[config.mk]
export PLATFORM = sky130hd
export DESIGN_NAME = sha3_block_sequencer
export DESIGN_NICKNAME = d
export VERILOG_FILES = /design/src/rtl/sha3_block_sequencer.sv
export SDC_FILE = /design/constraint.sdc
export NUM_CORES = 2
export LEC_CHECK = 0
export BUFFER_PORTS_ARGS = -buffer_cell sky130_fd_sc_hd__buf_2
export CAP_MARGIN = 20
export CORE_AREA = 4 4 659 661
export DETAILED_ROUTE_END_ITERATION = 8
export DIE_AREA = 0 0 663 665
export GPL_TIMING_DRIVEN = 1
export PLACE_DENSITY = 0.35
export SYNTH_ARGS = -nofsm -noshare
export SYNTH_HDL_FRONTEND = slang
export SYNTH_SLANG_ARGS = --single-unit
export TNS_END_PERCENT = 5
[constraint.sdc]
create_clock -name clk -period 5.86 [get_ports clk]
set_input_delay 1.172 -clock clk [delete_from_list [all_inputs] [get_ports clk]]
set_output_delay 1.172 -clock clk [all_outputs]
set_load 0.03 [all_outputs]
[src/rtl/sha3_block_sequencer.sv]
// sha3_block_sequencer: SHA3-256 front end that packs a 64-bit byte stream into 136-byte rate blocks, pads, and sequences the core.
// Optional SHA3_TIMEOUT_EN adds a bounded wait for the digest with a sticky err flag.
module sha3_block_sequencer #(
  parameter int CORE_CYCLES = 46,
  parameter int TIMEOUT = 255
) (
  input  logic          clk,
  input  logic          rst,
  input  logic          s_valid,
  output logic          s_ready,
  input  logic [63:0]   s_data,
  input  logic          s_last,
  input  logic [3:0]    s_bytes,
  output logic [1087:0] core_in,
  output logic          core_in_valid,
  output logic          core_more,
  input  logic [255:0]  core_out,
  input  logic          core_out_valid,
  output logic [255:0]  dig,
  output logic          dig_valid,
  input  logic          dig_ready,
  output logic          err
);
  typedef enum logic [2:0] {IDLE, FILL, PAD, ISSUE, ABSORB, WAIT_DIG, OUT} state_t;
  localparam int AW = $clog2(CORE_CYCLES);
  localparam logic [1087:0] PAD_BLK = {8'h06, 1072'b0, 8'h80};
  state_t state_q, state_d;
  logic [1087:0] buf_q, buf_d;
  logic [7:0] cnt_q, cnt_d, sum;
  logic [AW-1:0] acnt_q, acnt_d;
  logic more_q, more_d, pend_q, pend_d, dv_q, dv_d;
  logic [255:0] dig_q, dig_d;
  logic [3:0] nb;
  logic [63:0] word;
`ifdef SHA3_TIMEOUT_EN
  localparam int TW = $clog2(TIMEOUT + 1);
  logic [TW-1:0] tcnt_q, tcnt_d;
  logic err_q, err_d;
  assign err = err_q;
`else
  assign err = 1'b0;
`endif
  if (CORE_CYCLES < 2 || TIMEOUT < 1) begin : g_bad_params
    $error("CORE_CYCLES must be >= 2 and TIMEOUT >= 1");
  end
  assign s_ready       = state_q == FILL;
  assign core_in_valid = state_q == ISSUE;
  assign core_in       = buf_q;
  assign core_more     = more_q;
  assign dig           = dig_q;
  assign dig_valid     = dv_q;
  always_comb begin
    state_d = state_q;
    buf_d   = buf_q;
    cnt_d   = cnt_q;
    acnt_d  = acnt_q;
    more_d  = more_q;
    pend_d  = pend_q;
    dig_d   = dig_q;
    dv_d    = dv_q;
`ifdef SHA3_TIMEOUT_EN
    tcnt_d  = tcnt_q;
    err_d   = err_q;
`endif
    nb   = (s_bytes > 4'd8) ? 4'd8 : s_bytes;
    // keep only the top nb bytes of the word; the rest must never reach the block
    word = s_data & ~(64'hFFFF_FFFF_FFFF_FFFF >> {nb, 3'b000});
    sum  = cnt_q + {4'b0, nb};
    case (state_q)
      IDLE: begin
        buf_d   = '0;
        cnt_d   = '0;
        more_d  = 1'b0;
        pend_d  = 1'b0;
        state_d = FILL;
      end
      FILL: if (s_valid) begin
        buf_d   = buf_q | ({word, 1024'b0} >> {cnt_q, 3'b000});
        cnt_d   = (sum > 8'd136) ? 8'd136 : sum;
        more_d  = !s_last;
        state_d = s_last ? PAD : (cnt_d == 8'd136) ? ISSUE : FILL;
`ifdef SHA3_TIMEOUT_EN
        err_d   = 1'b0;
`endif
      end
      PAD: begin
        // a message ending exactly on a block boundary needs a separate all-padding block
        more_d  = cnt_q == 8'd136;
        pend_d  = cnt_q == 8'd136;
        buf_d   = (cnt_q == 8'd136) ? buf_q
                : buf_q | ({8'h06, 1080'b0} >> {cnt_q, 3'b000}) | 1088'h80;
        state_d = ISSUE;
      end
      ISSUE: begin
        acnt_d  = '0;
        state_d = ABSORB;
`ifdef SHA3_TIMEOUT_EN
        tcnt_d  = '0;
`endif
      end
      ABSORB: begin
        acnt_d = acnt_q + 1'b1;
        if (acnt_q == AW'(CORE_CYCLES - 1)) begin
          buf_d   = !more_q ? buf_q : pend_q ? PAD_BLK : '0;
          cnt_d   = more_q ? 8'd0 : cnt_q;
          more_d  = more_q && !pend_q;
          pend_d  = 1'b0;
          state_d = !more_q ? WAIT_DIG : pend_q ? ISSUE : FILL;
        end
      end
      WAIT_DIG: begin
        if (core_out_valid) begin
          dig_d   = core_out;
          dv_d    = 1'b1;
          state_d = OUT;
        end
`ifdef SHA3_TIMEOUT_EN
        else if (tcnt_q == TW'(TIMEOUT - 1)) begin
          err_d   = 1'b1;
          state_d = IDLE;
        end else tcnt_d = tcnt_q + 1'b1;
`endif
      end
      OUT: if (dig_ready) begin
        dv_d    = 1'b0;
        state_d = IDLE;
      end
      default: state_d = IDLE;
    endcase
  end
  always_ff @(posedge clk) begin
    if (rst) begin
      state_q <= IDLE;
      buf_q   <= '0;
      cnt_q   <= '0;
      acnt_q  <= '0;
      more_q  <= 1'b0;
      pend_q  <= 1'b0;
      dig_q   <= '0;
      dv_q    <= 1'b0;
`ifdef SHA3_TIMEOUT_EN
      tcnt_q  <= '0;
      err_q   <= 1'b0;
`endif
    end else begin
      state_q <= state_d;
      buf_q   <= buf_d;
      cnt_q   <= cnt_d;
      acnt_q  <= acnt_d;
      more_q  <= more_d;
      pend_q  <= pend_d;
      dig_q   <= dig_d;
      dv_q    <= dv_d;
`ifdef SHA3_TIMEOUT_EN
      tcnt_q  <= tcnt_d;
      err_q   <= err_d;
`endif
    end
  end
endmodule

==> summary.txt <==
Synth
  – Synthesis warning total: 0
  – Post-synthesis register bit count: 1364
  – Syn Nets: 6651
  – Ys flop type: dfxtp_1
  – Post-Synthesis Cells: 6314
  – Netlist cell types: 92
  – Synthesized cell area: 53600 sq um
  – Seq/Total Area, Yosys: 50.94%
  – Ys async rst share: 0%
  – Avg Inst Size Synth: 8.489 sq um
  – EDFF count, synth: 0

Timing
  – Hold_ws: 0.4437 ns
  – Unrepaired setup endpoints after global routing: no
  – Setup WS post-layout: 1.444 ns
  – Final setup TNS: 0 ns
  – Final period util: 75.37%
  – Minimum clock period: 4.416 ns
  – Final Hold Fails: 0
  – Worst-margin pin slew: 1.323 ns
  – Clk_skew: 0.1077 ns
  – Maximum clock frequency: 226.4 MHz
  – Setup violations, final: 0
  – Slew Limit Fails: 0
  – Slew headroom: 11.72%

Min path
  – Min-delay src: core_in[742]
  – Hold Crit Class: reg2reg
  – Hold Path End: core_in[742]
  – Hold Path Stages: 2

Routing
  – Vias per std cell: 4.403
  – WL/cell: 38.52 microns
  – First drt pass iteration count: 8
  – DRT antenna net count: 0
  – # DRC: 0
  – DRT Wirelength: 535100 microns
  – Via count of the routed design: 61170
  – DRT iter0 DRCs: 6773

Clock network
  – Clock tree buffer depth: 4
  – Post-CTS Setup Bufs: 0
  – Clock slew at reported path FFs: 0.08 ns
  – Hold buffers post-CTS: 0
  – CTS Sinks: 1364
  – Clk_lat worst skew: 0.93 ns
  – Post-CTS sizing: 0
  – H-tree levels: 4
  – Root buffer cell: clkbuf_16
  – CTS tree: built
  – Num CTS Buffers: 184

GRT
  – Antenna violations before repair: 162
  – GRT Total Usage: 23.09%
  – Total grt overflow: 0
  – Largest net degree at the start of global routing: 133
  – Wire length of the first global-routing pass: 668700 microns
  – Vias in the first global route: 57600

Floorplan
  – # IOs: 1679
  – Die area: 440900 sq um
  – Row count: 241
  – Core box area: 429100 sq um
  – Die H: 665 microns
  – Initial Util: 12.49%
  – Die Width: 663 microns

Run
  – Max_cap viols: 0

Pwr
  – Final Power: 25.49 mW
  – Peak VDD IR: 225.4 uV
  – Power per standard cell area: 331.9 nW/um^2
  – Leakage: 30.33 nW

Place
  – Dpl ws: 1.236 ns
  – Post-DP HPWL: 435300 microns
  – Final GP Congestion: 0.9770
  – I/O Buffers: 1677

Worst setup path
  – WS Path Type: reg2reg
  – Required time worst endpoint: 6.62 ns
  – Reg2reg end: core_in[686]
  – R2r setup slk: 1.44 ns
  – Worst path arrival time: 5.18 ns
  – R2r startpoint: cnt_q[3]
  – Crit end category: register
  – Setup crit start kind: register
  – Worst Path Max Fanout: 26
  – Reg2Reg Depth: 8

Final layout
  – Most frequent cells in the layout: 1676 x buf_2, 1359 x dfxtp_1, 1350 x nand2_1
  – Commonest non-fill, non-tap cell in the layout: buf_2
  – Syn-to-layout area delta: 43.25%
  – NumNets Final: 8326
  – Share of layout cells above drive strength 1: 30.61%

Outcome
  – Status: completed
## routing by layer
metal / share of wire (%) / global-route usage [%] / vias up
met5: 0.093 / 0.03256 / -
met4: 8.1 / 14.93 / 76
met3: 9.1 / 7.657 / 1021
met2: 49 / 40.66 / 3462
met1: 34 / 23.34 / 30320
li1: - / - / 26290
## logic make-up after synthesis
group | Yosys count | synth area share (%)
xor gates and xnor gates | 4 | 0.06537
adders and majority gates | 7 | 0.1774
other | 1 | 0.006996
muxes | 30 | 0.5999
and+or+nand+nor | 2092 | 16.18
buffers and inverters | 562 | 4.309
AOI/OAI and AO/OA | 2254 | 27.71
DFF | 1364 | 50.94
## state kept, by name (all words and copies together) (netlist names)
name and count:
state_q 3, dig_valid 1, core_in 1088, core_more 1
dig 256, acnt_q 6, pend_q 1, cnt_q 8
## synthesized netlist by cell type (18+ instances only)
| library cell | n | area [sq um] |
|---|---|---|
| o21ai_0 | 695 | 3478 |
| nand3_1 | 110 | 550.5 |
| nor2_1 | 348 | 1306 |
| a22oi_1 | 127 | 953.4 |
| o221ai_1 | 60 | 525.5 |
| clkbuf_1 | 354 | 1329 |
| o21a_1 | 18 | 135.1 |
| a22o_1 | 220 | 1927 |
| a32oi_1 | 49 | 429.2 |
| o31a_1 | 18 | 157.7 |
| and3_1 | 27 | 168.9 |
| nor3_1 | 69 | 345.3 |
| a31oi_1 | 68 | 425.4 |
| a221o_1 | 68 | 680.7 |
| and2_1 | 31 | 193.9 |
| o211ai_1 | 32 | 240.2 |
| a221oi_1 | 49 | 429.2 |
| or3_1 | 21 | 131.4 |
| a21oi_1 | 510 | 2552 |
| a222oi_1 | 85 | 850.8 |
| o22ai_1 | 74 | 462.9 |
| nand2b_1 | 22 | 137.6 |
| a2bb2oi_1 | 27 | 236.5 |
| buf_2 | 148 | 740.7 |
| buf_1 | 28 | 105.1 |
| inv_1 | 26 | 97.59 |
| nand2_1 | 1358 | 5097 |
| dfxtp_1 | 1364 | 27310 |
| nor2b_1 | 27 | 168.9 |
## stage by stage
| stage | std cells | util [%] | area [sq um] |
|---|---|---|---|
| after floorplan | 6314 | - | 53600 |
| after global placement | 13510 | 16.38 | 70280 |
| after detailed placement | 13510 | 16.39 | 70320 |
| after CTS | 13840 | 17.86 | 76640 |
| after global routing | 13840 | 17.87 | 76660 |
| final | 13890 | 17.89 | 76780 |
## layout make-up
| type | instances | area, sq um |
|---|---|---|
| antenna | 52 | 130.1 |
| clock buffer | 253 | 5318 |
| clock inverter | 75 | 998.5 |
| fill | 48890 | 352300 |
| inverter | 29 | 108.9 |
| multi-input combinational | 4388 | 24460 |
| sequential | 1364 | 27310 |
| tap | 5710 | 7144 |
| timing repair buffer | 2022 | 11310 |
## worst max-delay path, stage by stage (launching register included)
cell      delay (ns)
dfxtp_2         0.77
buf_4           0.51
nand2b_1        0.60
nor2_1          1.06
a22oi_1         0.23
nand2_1         0.51
o21ai_0         0.16
buf_4           0.21
o21ai_0         0.17
## power by group
part           leakage, nW  internal, mW  total, mW  switching, mW
sequential            11.0          9.33       9.41         0.0765
combinational         16.3         0.731       3.99           3.25
clock                 3.09          7.08       12.1           5.01
## worst max path at each step
stage,from,to,slack [ns],depth (start not counted)
2_1_floorplan,s_bytes[3],state_q[1],1.99,12
3_3_place_gp,s_bytes[2],core_in[829],1.19,9
3_5_place_dp,s_bytes[2],core_in[829],1.24,9
4_1_cts,state_q[0],s_ready,1.62,4
5_1_grt,state_q[0],core_in[933],1.48,8
6_report,cnt_q[3],core_in[686],1.44,8
(Power assumes the default switching activity.)
